### src/rtl/sprite_pkg.sv
// rtl/sprite_pkg.sv - shared constants, edge hit map and ROM content for the animated sprite
package sprite_pkg;

   localparam logic [7:0] TRANSPARENT_ENCODING = 8'hFF;

   // HitEdgeCode bit positions: {Left,Top,Right,Bottom}
   localparam int EDGE_LEFT   = 3;
   localparam int EDGE_TOP    = 2;
   localparam int EDGE_RIGHT  = 1;
   localparam int EDGE_BOTTOM = 0;

   localparam logic [3:0] E_L = 4'(1 << EDGE_LEFT);
   localparam logic [3:0] E_T = 4'(1 << EDGE_TOP);
   localparam logic [3:0] E_R = 4'(1 << EDGE_RIGHT);
   localparam logic [3:0] E_B = 4'(1 << EDGE_BOTTOM);

   // Sprite split into a 4x4 grid, indexed [gy][gx]; border cells report their edges
   localparam logic [3:0] HIT_MAP [4][4] = '{
      '{E_L | E_T, E_T,  E_T,  E_T | E_R},
      '{E_L,       4'h0, 4'h0, E_R      },
      '{E_L,       4'h0, 4'h0, E_R      },
      '{E_L | E_B, E_B,  E_B,  E_B | E_R}
   };

   typedef enum logic [1:0] {ANIM_RUN, ANIM_HOLD, ANIM_DONE} anim_state_t;

   // Counter width that stays legal for a count of one
   function automatic int cnt_bits(input int n);
      return (n > 1) ? $clog2(n) : 1;
   endfunction

   // Sprite artwork: a colour ramp per frame with a sparse grid of transparent holes
   function automatic logic [7:0] rom_pixel(input int unsigned f, input int unsigned y,
                                            input int unsigned x);
      if ((x % 8) == 5 && (y % 8) == 2) return TRANSPARENT_ENCODING;
      return 8'((x * 5 + y * 11 + f * 37) % 128);
   endfunction

endpackage

### src/rtl/sprite_frame_rom.sv
// rtl/sprite_frame_rom.sv - synchronous-read multi-frame sprite ROM, addr {frame,y,x}
module sprite_frame_rom
   import sprite_pkg::*;
#(
   parameter int X_BITS     = 5,
   parameter int Y_BITS     = 5,
   parameter int NUM_FRAMES = 4
) (
   input  logic                                         clk,
   input  logic [cnt_bits(NUM_FRAMES)+Y_BITS+X_BITS-1:0] addr,
   output logic [7:0]                                   data
);

   localparam int FW = cnt_bits(NUM_FRAMES);

   // One-cycle registered read of the selected frame pixel
   always_ff @(posedge clk) begin
      data <= rom_pixel(32'(addr[X_BITS+Y_BITS +: FW]), 32'(addr[X_BITS +: Y_BITS]),
                        32'(addr[X_BITS-1:0]));
   end

endmodule

### src/rtl/animated_sprite_bitmap.sv
// rtl/animated_sprite_bitmap.sv - animated, scaled, mirrored, blinking sprite bitmap with edge codes
module animated_sprite_bitmap
   import sprite_pkg::*;
#(
   parameter int X_BITS       = 5,
   parameter int Y_BITS       = 5,
   parameter int NUM_FRAMES   = 4,
   parameter int FRAME_PERIOD = 8,
   parameter int BLINK_PERIOD = 16,
   parameter int SCALE_SHIFT  = 0
) (
   input  logic                            clk,
   input  logic                            resetN,
   input  logic                            startOfFrame,
   input  logic [10:0]                     offsetX,
   input  logic [10:0]                     offsetY,
   input  logic                            InsideRectangle,
   input  logic                            animEnable,
   input  logic                            oneShot,
   input  logic                            animRestart,
   input  logic                            blinkEnable,
   input  logic                            flipX,
   input  logic                            flipY,
   output logic                            drawingRequest,
   output logic [7:0]                      RGBout,
   output logic [3:0]                      HitEdgeCode,
   output logic [cnt_bits(NUM_FRAMES)-1:0] frameIndex,
   output logic                            animDone
);

   localparam int FW = cnt_bits(NUM_FRAMES);
   localparam int TW = cnt_bits(FRAME_PERIOD);
   localparam int BW = cnt_bits(BLINK_PERIOD);
   localparam int AW = FW + Y_BITS + X_BITS;
   localparam logic [10:0] X_SIZE = 11'(1 << X_BITS);
   localparam logic [10:0] Y_SIZE = 11'(1 << Y_BITS);

   logic [10:0]       sx, sy;
   logic              in_range_c;
   logic [X_BITS-1:0] bx_c;
   logic [Y_BITS-1:0] by_c;
   logic [AW-1:0]     rom_addr;
   logic              in_range_q, in_range_d;
   logic [1:0]        gx_q, gy_q, gx_d, gy_d;
   logic [7:0]        rom_q;
   anim_state_t       state;
   logic [TW-1:0]     tick_cnt;
   logic [BW-1:0]     blink_cnt;
   logic              visible;

   assign sx         = offsetX >> SCALE_SHIFT;
   assign sy         = offsetY >> SCALE_SHIFT;
   assign in_range_c = InsideRectangle && (sx < X_SIZE) && (sy < Y_SIZE);
   assign bx_c       = flipX ? ~sx[X_BITS-1:0] : sx[X_BITS-1:0];
   assign by_c       = flipY ? ~sy[Y_BITS-1:0] : sy[Y_BITS-1:0];

   // S1: latch ROM address, range flag and unmirrored hit-grid cell
   always_ff @(posedge clk or negedge resetN) begin
      if (!resetN) begin
         rom_addr   <= '0;
         in_range_q <= 1'b0;
         gx_q       <= 2'd0;
         gy_q       <= 2'd0;
      end else begin
         rom_addr   <= {frameIndex, by_c, bx_c};
         in_range_q <= in_range_c;
         gx_q       <= sx[X_BITS-1 -: 2];
         gy_q       <= sy[Y_BITS-1 -: 2];
      end
   end

   sprite_frame_rom #(
      .X_BITS    (X_BITS),
      .Y_BITS    (Y_BITS),
      .NUM_FRAMES(NUM_FRAMES)
   ) u_rom (
      .clk (clk),
      .addr(rom_addr),
      .data(rom_q)
   );

   // S2: qualifiers aligned with the ROM read data
   always_ff @(posedge clk or negedge resetN) begin
      if (!resetN) begin
         in_range_d <= 1'b0;
         gx_d       <= 2'd0;
         gy_d       <= 2'd0;
      end else begin
         in_range_d <= in_range_q;
         gx_d       <= gx_q;
         gy_d       <= gy_q;
      end
   end

   assign RGBout         = (in_range_d && visible) ? rom_q : TRANSPARENT_ENCODING;
   assign drawingRequest = (RGBout != TRANSPARENT_ENCODING);
   assign HitEdgeCode    = drawingRequest ? HIT_MAP[gy_d][gx_d] : 4'h0;

   // Animation sequencer: steps only on startOfFrame, restart wins over a same-cycle frame pulse
   always_ff @(posedge clk or negedge resetN) begin
      if (!resetN) begin
         state      <= ANIM_RUN;
         frameIndex <= '0;
         tick_cnt   <= '0;
         animDone   <= 1'b0;
      end else if (animRestart) begin
         state      <= animEnable ? ANIM_RUN : ANIM_HOLD;
         frameIndex <= '0;
         tick_cnt   <= '0;
         animDone   <= 1'b0;
      end else if (startOfFrame) begin
         case (state)
            ANIM_RUN, ANIM_HOLD: begin
               if (!animEnable) begin
                  state <= ANIM_HOLD;
               end else begin
                  state <= ANIM_RUN;
                  if (tick_cnt == TW'(FRAME_PERIOD - 1)) begin
                     tick_cnt <= '0;
                     if (frameIndex == FW'(NUM_FRAMES - 1)) begin
                        if (oneShot) begin
                           state    <= ANIM_DONE;
                           animDone <= 1'b1;
                        end else begin
                           frameIndex <= '0;
                        end
                     end else begin
                        frameIndex <= frameIndex + 1'b1;
                     end
                  end else begin
                     tick_cnt <= tick_cnt + 1'b1;
                  end
               end
            end
            default: ;
         endcase
      end
   end

   // Blink: toggle visibility every BLINK_PERIOD frame pulses while enabled
   always_ff @(posedge clk or negedge resetN) begin
      if (!resetN) begin
         blink_cnt <= '0;
         visible   <= 1'b1;
      end else if (!blinkEnable) begin
         blink_cnt <= '0;
         visible   <= 1'b1;
      end else if (startOfFrame) begin
         if (blink_cnt == BW'(BLINK_PERIOD - 1)) begin
            blink_cnt <= '0;
            visible   <= ~visible;
         end else begin
            blink_cnt <= blink_cnt + 1'b1;
         end
      end
   end

endmodule

### config.mk
export PLATFORM = sky130hd
export DESIGN_NAME = animated_sprite_bitmap
export DESIGN_NICKNAME = d
export VERILOG_FILES = /design/src/rtl/sprite_pkg.sv /design/src/rtl/sprite_frame_rom.sv /design/src/rtl/animated_sprite_bitmap.sv
export SDC_FILE = /design/constraint.sdc
export NUM_CORES = 1
export LEC_CHECK = 0
export CAP_MARGIN = 30
export CORE_ASPECT_RATIO = 1.5
export CORE_UTILIZATION = 45
export CTS_BUF_LIST = sky130_fd_sc_hd__clkbuf_4 sky130_fd_sc_hd__clkbuf_8
export DETAILED_ROUTE_END_ITERATION = 6
export DONT_BUFFER_PORTS = 1
export PLACE_DENSITY = 0.7
export SLEW_MARGIN = 20
export SYNTH_ARGS = -nofsm -noshare
export SYNTH_HDL_FRONTEND = slang
export SYNTH_SLANG_ARGS = --single-unit
### constraint.sdc
create_clock -name clk -period 6.95 [get_ports clk]
set_clock_uncertainty 0.05 [all_clocks]
set_input_delay 0.3475 -clock clk [delete_from_list [all_inputs] [get_ports clk]]
set_output_delay 0.3475 -clock clk [all_outputs]
set_load 0.005 [all_outputs]
# Yosys cells after proc, flatten, opt, wreduce, memory -nomap -nowiden
# Cells that the tools add are included.
# word_totals
ff_bits	43
in_bits	32
elab_cells	105
# op_classes
n_addsub	5
multipliers	3
order_cmp	4
eq_ne	10
n_mux	46
bitwise_logic	5
n_reduce_logical	17
# ops
operator	n
binary-select mux 16 bit (select 2 bit)	1
2-to-1 mux 16 bit	2
2-to-1 mux 2 bit	14
2-to-1 mux 4 bit	6
< comparator 11 x 6 -> 1 bit, second input constant	2
2-to-1 mux 8 bit	2
2-to-1 mux 3 bit	5
adder 7 bit	2
2-to-1 mux 1 bit	12
nonzero test 2 bit	6
2-to-1 mux 5 bit	2
inverter 5 bit	2
binary-select mux 4 bit (select 2 bit)	1
!= test 8 bit, second input constant	1
multiplier 2 x 6 -> 7 bit, second input constant	1
multiplier 5 x 3 -> 7 bit, second input constant	1
multiplier 5 x 4 -> 7 bit, second input constant	1
2-to-1 mux 7 bit	1
equality test 3 bit, second input constant	2
greater-or-equal comparator 3 bit, second input constant	2
inverter 2 -> 3 bit	2
AND reduction 6 bit	1
AND reduction 5 bit	1
adder 4 x 1 -> 4 bit, second input constant	1
other kinds (15)	19

# Depth between registers and ports, before layout
# Gate-level depths: netlist (run 1).
# depth
depth_word	8
mapped_depth	13

# By module
# A second synthesis (run 1) with hierarchy kept.
# hier_totals
hier_cells	212
hier_area_um2	2407.3
# by_module_without_submodules
mod	n_inst	cells_per_inst	area_per_inst_um2	seq_area_each_um2
animated_sprite_bitmap	1	114	1400.1	852.1
sprite_frame_rom	1	98	1007.2	160.2

# Worst setup path after synthesis (run 1)
# OpenSTA, ideal clock, no wires.
# synth_path
kind	flip-flop to flip-flop
start	register rom_addr[6]
end	register u_rom.data[6]
setup_ns	0.122
t_arrival_ns	3.190
required_time_ns	6.778
setup_slack_ns	3.588
path_stages_with_launch	14
n_path_buf	0
period_less_slack_ns	3.362
cell_sequence	dfrtp_1 -> ha_1 -> inv_1 -> fa_1 -> inv_1 -> fa_1 -> inv_1 -> fa_1 -> inv_1 -> ha_1 -> nor2b_1 -> o21ai_0 -> and3_1 -> mux2i_1
# synth_between
elab_chain_cells	4
# synth_rtl
element	line	source
from (decl)	animated_sprite_bitmap.sv:42	logic [AW-1:0] rom_addr;
from (signal assigned)	animated_sprite_bitmap.sv:65	rom_addr <= {frameIndex, by_c, bx_c};
multiplier 5 x 4 -> 7 bit / equality test 3 x 2 -> 1 bit (equally long branches)	sprite_pkg.sv:36, sprite_pkg.sv:35	
adder 7 bit / logical AND 1 bit (equally long branches)	sprite_pkg.sv:36, sprite_pkg.sv:35	
adder 7 bit / 2-to-1 mux 1 bit (equally long branches)	sprite_pkg.sv:36, sprite_pkg.sv:35	
2-to-1 mux 7 bit (*)	sprite_pkg.sv:36	return 8'((x * 5 + y * 11 + f * 37) % 128);
to (signal assigned)	sprite_frame_rom.sv:18	data <= rom_pixel(32'(addr[X_BITS+Y_BITS +: FW]), 32'(addr[X_BITS +: Y_BITS]),
to (decl)	sprite_frame_rom.sv:11	output logic [7:0] data
# Every way passes the cells marked *; elsewhere a longest branch is shown, timed or not.
# A chain may end at the register's enable or synchronous reset.

# Worst setup path in the final report (run 1)
# Ends and elaborated chain as after synthesis.

==> impl_metrics.env, run 1 <==
export IMPL_outcome="finished, final reports clean"
export IMPL_synth_area_per_cell_um2=11.24
export IMPL_first_pass_iters=4
export IMPL_synth_area_leaders="dfrtp_1 (34%), ha_1 (14%), fa_1 (11%)"
export IMPL_die_w_um=61.69
export IMPL_synth_area_um2=2405
export IMPL_period_share_pct=51.10
export IMPL_finalInstanceArea_um2=2589
export IMPL_worstMarginPinSlew_ns=0.3095
export IMPL_cts_resized=0
export IMPL_yosysTopAreaCell="dfrtp_1"
export IMPL_synthArstFlopShare_pct=80.95
export IMPL_hp_class="in2reg"
export IMPL_synth_distinct_cells=38
export IMPL_drive_gt1_share_pct=10.45
export IMPL_drt_total_wl_um=3774
export IMPL_path_class="reg2reg"
export IMPL_synth_seq_area_share_pct=42.09
export IMPL_syn_nets=286
export IMPL_required_ns=7.09
export IMPL_reg2reg_to="u_rom.data[6]"
export IMPL_worstRegToRegCells=13
export IMPL_grt_start_max_net_pins=35
export IMPL_drc=0
export IMPL_syn_to_final_growth_pct=7.648
export IMPL_gr_usage_all_layers_pct=16.45
export IMPL_hold_viol=0
export IMPL_crit_arrival_ns=3.69
export IMPL_wl_per_cell_um=13.10
export IMPL_initial_utilization_pct=46.92
export IMPL_p_per_area_nw_per_um2=278.5
export IMPL_ys_ff_latch=42
export IMPL_worst_hold_path_endpoint="gy_q[0]"
export IMPL_syn_inst=214
export IMPL_vias=1453
export IMPL_endpoint_kind="flip-flop"
export IMPL_r2r_start="rom_addr[6]"
export IMPL_synth_most_common_cell="inv_1"
export IMPL_cts_sinks=42
export IMPL_overflow=0
export IMPL_clk_pin_slew_ns=0.09
export IMPL_ios=48
export IMPL_startpoint_type="flip-flop"
export IMPL_clockBufferDepth=2
export IMPL_p_leak_uw=0.001269
export IMPL_place_area_um2=2460
export IMPL_vias_per_cell=5.045
export IMPL_die_area_um2=5646
export IMPL_clkLatencyLatePin_ns=0.30
export IMPL_antenna_found_initial=0
export IMPL_placementRows=32
export IMPL_gp_congestion=0.8109
export IMPL_cts_tree="yes"
export IMPL_grt_pass1_vias=1587
export IMPL_finalSetupViolCount=0
export IMPL_cts_inserted_buffers=5
export IMPL_switching_power_uw=235.1
export IMPL_cts_root_buf="clkbuf_8"
export IMPL_ys_warnings_count=0
export IMPL_rsz0062_at_grt="false"
export IMPL_slew_viol_final=0
export IMPL_grt_pass1_wl_um=6748
export IMPL_port_buffers=0
export IMPL_fin_tns_setup_ns=0
export IMPL_drv_cap=0
export IMPL_hold_depth=0
export IMPL_htree_num_levels=2
export IMPL_die_y_um=91.53
export IMPL_synth_edf_count=0
export IMPL_regToRegSetupSlack_ns=3.40
export IMPL_final_net_count=291
export IMPL_p_sw_share_pct=32.61
export IMPL_post_route_min_period_ns=3.551
export IMPL_synth_top_cell_area_share_pct=34.34
export IMPL_slew_headroom_pct=79.08
export IMPL_synth_top_cells_by_count="inv_1 (34), dfrtp_1 (33), ha_1 (27), fa_1 (13), xor2_1 (12)"
export IMPL_antenna_cells=0
export IMPL_internal_power_uw=485.9
export IMPL_vdd_drop_max_uv=140.9
export IMPL_ant_nets=0
export IMPL_core_um2=5125
export IMPL_fmax_mhz=281.6
export IMPL_first_iter_violations=12
export IMPL_min_from="offsetY[3]"
export IMPL_sequentialPowerShare_pct=40.6
export IMPL_clkPwrFrac_pct=23.7
export IMPL_combPwrFrac_pct=35.7
export IMPL_post_dp_hpwl_um=3032
export IMPL_synth_ff_type="dfrtp_1"
export IMPL_path_max_fanout=4
power groups by stage:
| stage | clock (uW) | sequential [uW] | combinational [uW] |
|---|---|---|---|
| 5_1_grt | 188 | 297 | 314 |
| 4_1_cts | 177 | 293 | 263 |
| 2_1_floorplan | 0 | 293 | 217 |
| 3_5_place_dp | 0 | 298 | 254 |
| 3_3_place_gp | 0 | 298 | 244 |
| 6_report | 171 | 293 | 257 |
registers in the layout, indices dropped and copies added (netlist names):
name        flops
gy_q            2
tick_cnt        3
gy_d            2
rom_addr       12
gx_q            2
in_range_d      1
frameIndex      2
state           1
gx_d            2
visible         1
u_rom.data      8
in_range_q      1
blink_cnt       4
animDone        1
cells by family (layout without fill, tap and decap cells):
kind of cell	Yosys count	after routing	share of synthesized area, %
AND/OR/NAND/NOR	54	54	13.06
flip-flops	42	42	42.09
adder cells (fa/ha/maj)	40	40	24.87
buffers and inverters	38	44	6.556
XOR/XNOR	20	20	7.284
AO/OA/AOI/OAI	15	15	4.059
multiplexers	5	5	2.081
worst max-delay path, cell delays in order, from the launching register on:
cell and delay (ns):
dfrtp_1 0.42, ha_1 0.29, inv_1 0.05, fa_1 0.49
inv_1 0.05, fa_1 0.53, inv_1 0.06, fa_1 0.52
inv_1 0.04, ha_1 0.31, nor2b_1 0.15, o21ai_0 0.22
and3_1 0.19, mux2i_1 0.06
worst max-delay path by stage:
stage,startpoint,endpoint,slack (ns),cells after the start
5_1_grt,rom_addr[6],u_rom.data[6],3.13,13
3_3_place_gp,rom_addr[6],u_rom.data[6],3.52,13
4_1_cts,rom_addr[6],u_rom.data[6],3.41,13
3_5_place_dp,rom_addr[6],u_rom.data[6],3.44,13
6_report,rom_addr[6],u_rom.data[6],3.40,13
2_1_floorplan,rom_addr[6],u_rom.data[6],3.59,13
stage by stage:
stage / utilization, % / power (uW) / setup slack (ns) / hold WS, ns / std cells
floorplan: - / 509.9 / 3.588 / 0.001909 / 214
global route: 50.51 / 799.9 / 3.133 / 0.0008637 / 288
detailed placement: 48.00 / 552.4 / 3.437 / 0.002343 / 278
finish: 50.51 / 721.0 / 3.399 / 0.02383 / 288
global placement: 48.00 / 541.7 / 3.525 / 0.002459 / 278
CTS: 50.51 / 732.3 / 3.412 / 0.01531 / 288
per-layer routing:
metal  global-route usage (%)  wire length, um  vias to the layer above
li1                         -                -                      705
met1                    18.69             1481                      696
met2                    28.58             2070                       45
met3                    2.991              152                        7
met4                    7.222               70                        0
met5                        0                0                        -
placed cells by master, fill, tap and decap left out, types with 2 or more instances in the layout:
master,count
inv_1,34
xor2_1,12
mux2i_1,5
clkbuf_8,6
a21oi_1,7
or2_2,9
nand4_1,3
nand3b_1,2
nor2_1,6
dfrtp_1,33
nor2b_1,4
or4_1,2
nand2_1,9
and3_1,3
fa_1,13
xnor2_1,8
dfxtp_1,8
ha_1,27
o21ai_0,2
nand2b_1,3
nor3_1,4
area by class of cell:
class	instances	area (um2)
clock buffer	6	82.58
clock inverter	2	16.27
fill	487	2536
inverter	34	127.6
multi-input combinational	134	1235
sequential	42	1012
tap	68	85.08
timing repair buffer	2	30.03
what timing repair did:
item | 4_1_cts | 5_1_grt
buffers inserted | 0 | 0
hold buffers | 2 | 0
hold endpoints to repair | 34 | 0
No activity file was read; power rests on OpenSTA's default activity.
==> run 2: changes to the inputs <==
--- a/config.mk
+++ b/config.mk
@@ -11,7 +11,7 @@
 export CTS_BUF_LIST = sky130_fd_sc_hd__clkbuf_4 sky130_fd_sc_hd__clkbuf_8
 export DETAILED_ROUTE_END_ITERATION = 6
 export DONT_BUFFER_PORTS = 1
-export PLACE_DENSITY = 0.7
+export PLACE_DENSITY = 0.72
 export SLEW_MARGIN = 20
 export SYNTH_ARGS = -nofsm -noshare
 export SYNTH_HDL_FRONTEND = slang
==> constraint.sdc (replaced) <==
create_clock -name clk -period 3.1 [get_ports clk]
set_clock_uncertainty 0.05 [all_clocks]
set_input_delay 0.155 -clock clk [delete_from_list [all_inputs] [get_ports clk]]
set_output_delay 0.155 -clock clk [all_outputs]
set_load 0.005 [all_outputs]
==> run 2 against run 1 <==
Against the previous run:
- the flow now finishes with violations (negative setup slack)
- core utilization grew 7.9 points
- wire length grew 17%
- first-iteration DRC count grew to 4.1 times the previous value
- combinational power grew to 3.0 times the previous value
- sequential power grew 130%
- global-route usage grew 1.0 points
- cell area grew 16%
- power grew to 2.5 times the previous value
- cell count grew 13%
- critical path type unchanged
- critical endpoint unchanged
- largest power group is now combinational logic
==> impl_metrics.env, run 2 (synthesis gave the netlist of run 1 again) <==
export IMPL_outcome="finished, violations left"
export IMPL_violations="negative setup slack"
export IMPL_ios=48
export IMPL_die_w_um=61.69
export IMPL_grt_pass1_wl_um=7203
export IMPL_initial_utilization_pct=46.92
export IMPL_syn_to_final_growth_pct=24.56
export IMPL_worst_hold_path_endpoint="blink_cnt[1]"
export IMPL_met2_usage_pct=30.11
export IMPL_drc=0
export IMPL_r2r_start="rom_addr[2]"
export IMPL_reg_top3="rom_addr: 12 flops, u_rom.data: 8 flops, blink_cnt: 4 flops"
export IMPL_core_um2=5125
export IMPL_busiest_layer="met2"
export IMPL_drv_cap=0
export IMPL_finalSetupViolCount=3
export IMPL_largest_register="rom_addr"
export IMPL_first_pass_iters=4
export IMPL_hold_slack_ns=0.01932
export IMPL_cts_tree="yes"
export IMPL_layout_commonest_cell="dfrtp_1"
export IMPL_final_cell_mix="dfrtp_1 (31), inv_1 (26), dlygate4sd3_1 (23)"
export IMPL_overflow=0
export IMPL_slew_headroom_pct=79.90
export IMPL_worstRegToRegCells=13
export IMPL_largest_reg_flops=12
export IMPL_first_iter_violations=49
export IMPL_crit_arrival_ns=3.49
export IMPL_antenna_cells=0
export IMPL_die_area_um2=5646
export IMPL_gr_usage_all_layers_pct=17.46
export IMPL_met1_usage_pct=19.40
export IMPL_cts_inserted_buffers=5
export IMPL_gp_congestion=0.7665
export IMPL_place_area_um2=2564
export IMPL_grt_start_max_net_pins=35
export IMPL_post_dp_hpwl_um=3148
export IMPL_hp_class="in2reg"
export IMPL_grt_pass1_vias=1642
export IMPL_hold_depth=2
export IMPL_required_ns=3.28
export IMPL_cts_sinks=42
export IMPL_drt_total_wl_um=4420
export IMPL_p_leak_uw=0.001425
export IMPL_path_max_fanout=3
export IMPL_fin_tns_setup_ns=-0.3714
export IMPL_placementRows=32
export IMPL_ant_nets=0
export IMPL_port_buffers=0
export IMPL_startpoint_type="flip-flop"
export IMPL_die_y_um=91.53
export IMPL_reg2reg_to="u_rom.data[6]"
export IMPL_vdd_drop_max_uv=361.9
export IMPL_final_net_count=327
export IMPL_vias_per_cell=4.907
export IMPL_htree_num_levels=2
export IMPL_regToRegSetupSlack_ns=-0.21
export IMPL_hold_viol=0
export IMPL_worstMarginPinSlew_ns=0.2974
export IMPL_p_per_area_nw_per_um2=603.3
export IMPL_post_route_min_period_ns=3.305
export IMPL_period_share_pct=106.6
export IMPL_clockBufferDepth=2
export IMPL_min_from="startOfFrame"
export IMPL_clkLatencyLatePin_ns=0.30
export IMPL_antenna_found_initial=0
export IMPL_path_class="reg2reg"
export IMPL_endpoint_kind="flip-flop"
export IMPL_rsz0062_at_grt="true"
export IMPL_drive_gt1_share_pct=22.27
export IMPL_met3_usage_pct=3.704
export IMPL_slew_viol_final=0
export IMPL_finalInstanceArea_um2=2995
export IMPL_worst_slack_ns=-0.2053
export IMPL_wl_per_cell_um=13.64
export IMPL_clk_pin_slew_ns=0.09
export IMPL_fin_total_pwr_uw=1807
export IMPL_cts_root_buf="clkbuf_8"
export IMPL_fmax_mhz=302.5
export IMPL_vias=1590
## run 2: cell types whose count changed in the layout (fill, tap and decap cells not counted), sizes merged
cell         before  now
buf               1   15
clkbuf            6    5
clkinvlp          1    0
dlygate4sd3       1   23
inv              35   37
## run 2: through the flow
stage / setup WS [ns] / cells / utilization, %
final: -0.2053 / 324 / 58.45
after global placement: -0.1636 / 288 / 50.02
after global routing: -0.3404 / 324 / 58.45
after detailed placement: -0.2060 / 288 / 50.02
after floorplan: -0.02663 / 214 / -
after CTS: -0.2033 / 320 / 57.10
## run 2: power by group
| group | internal (uW) | switching [uW] | total [uW] |
|---|---|---|---|
| Clock | 168 | 219 | 386 |
| Combinational | 394 | 366 | 760 |
| Sequential | 621 | 39.5 | 660 |
| Total | 1180 | 624 | 1810 |
## run 2: cell type report
type | instances | area [um2]
Clock buffer | 5 | 68.82
Clock inverter | 3 | 26.28
Fill cell | 422 | 2130
Inverter | 34 | 127.6
Multi-Input combinational cell | 134 | 1318
Sequential cell | 42 | 1015
Tap cell | 68 | 85.08
Timing Repair Buffer | 38 | 355.3
## run 2: routing by layer
layer / up-vias / wire length (um)
met5: - / 0
met3: 7 / 122
met4: 0 / 89
met1: 782 / 1752
met2: 29 / 2456
li1: 772 / -
## run 2: critical path, cell delays in order (launching register included)
cell     delay (ns)
dfrtp_2        0.47
ha_4           0.29
inv_2          0.03
fa_1           0.48
inv_2          0.04
fa_1           0.54
inv_2          0.04
fa_1           0.49
inv_2          0.05
ha_4           0.27
nor2b_4        0.14
o21ai_2        0.07
and3_1         0.15
mux2i_1        0.12
## run 2: what timing repair did
| action | 4_1_cts | 5_1_grt |
|---|---|---|
| gates cloned | 0 | 0 |
| hold buffers | 24 | 0 |
| gates resized for setup | 4 | 9 |
| endpoints found under the hold margin | 61 | 0 |
| setup buffers | 0 | 4 |
| pin swaps | 2 | 7 |
| setup endpoints to repair | 4 | 4 |
## run 2: worst max path at each step
stage               slack, ns             to  cells after the start         from
floorplan               -0.03  u_rom.data[6]                     13  rom_addr[2]
global placement        -0.16  u_rom.data[6]                     13  rom_addr[2]
detailed placement      -0.21  u_rom.data[6]                     13  rom_addr[2]
CTS                     -0.20  u_rom.data[6]                     13  rom_addr[2]
global route            -0.34  u_rom.data[6]                     13  rom_addr[2]
finish                  -0.21  u_rom.data[6]                     13  rom_addr[2]
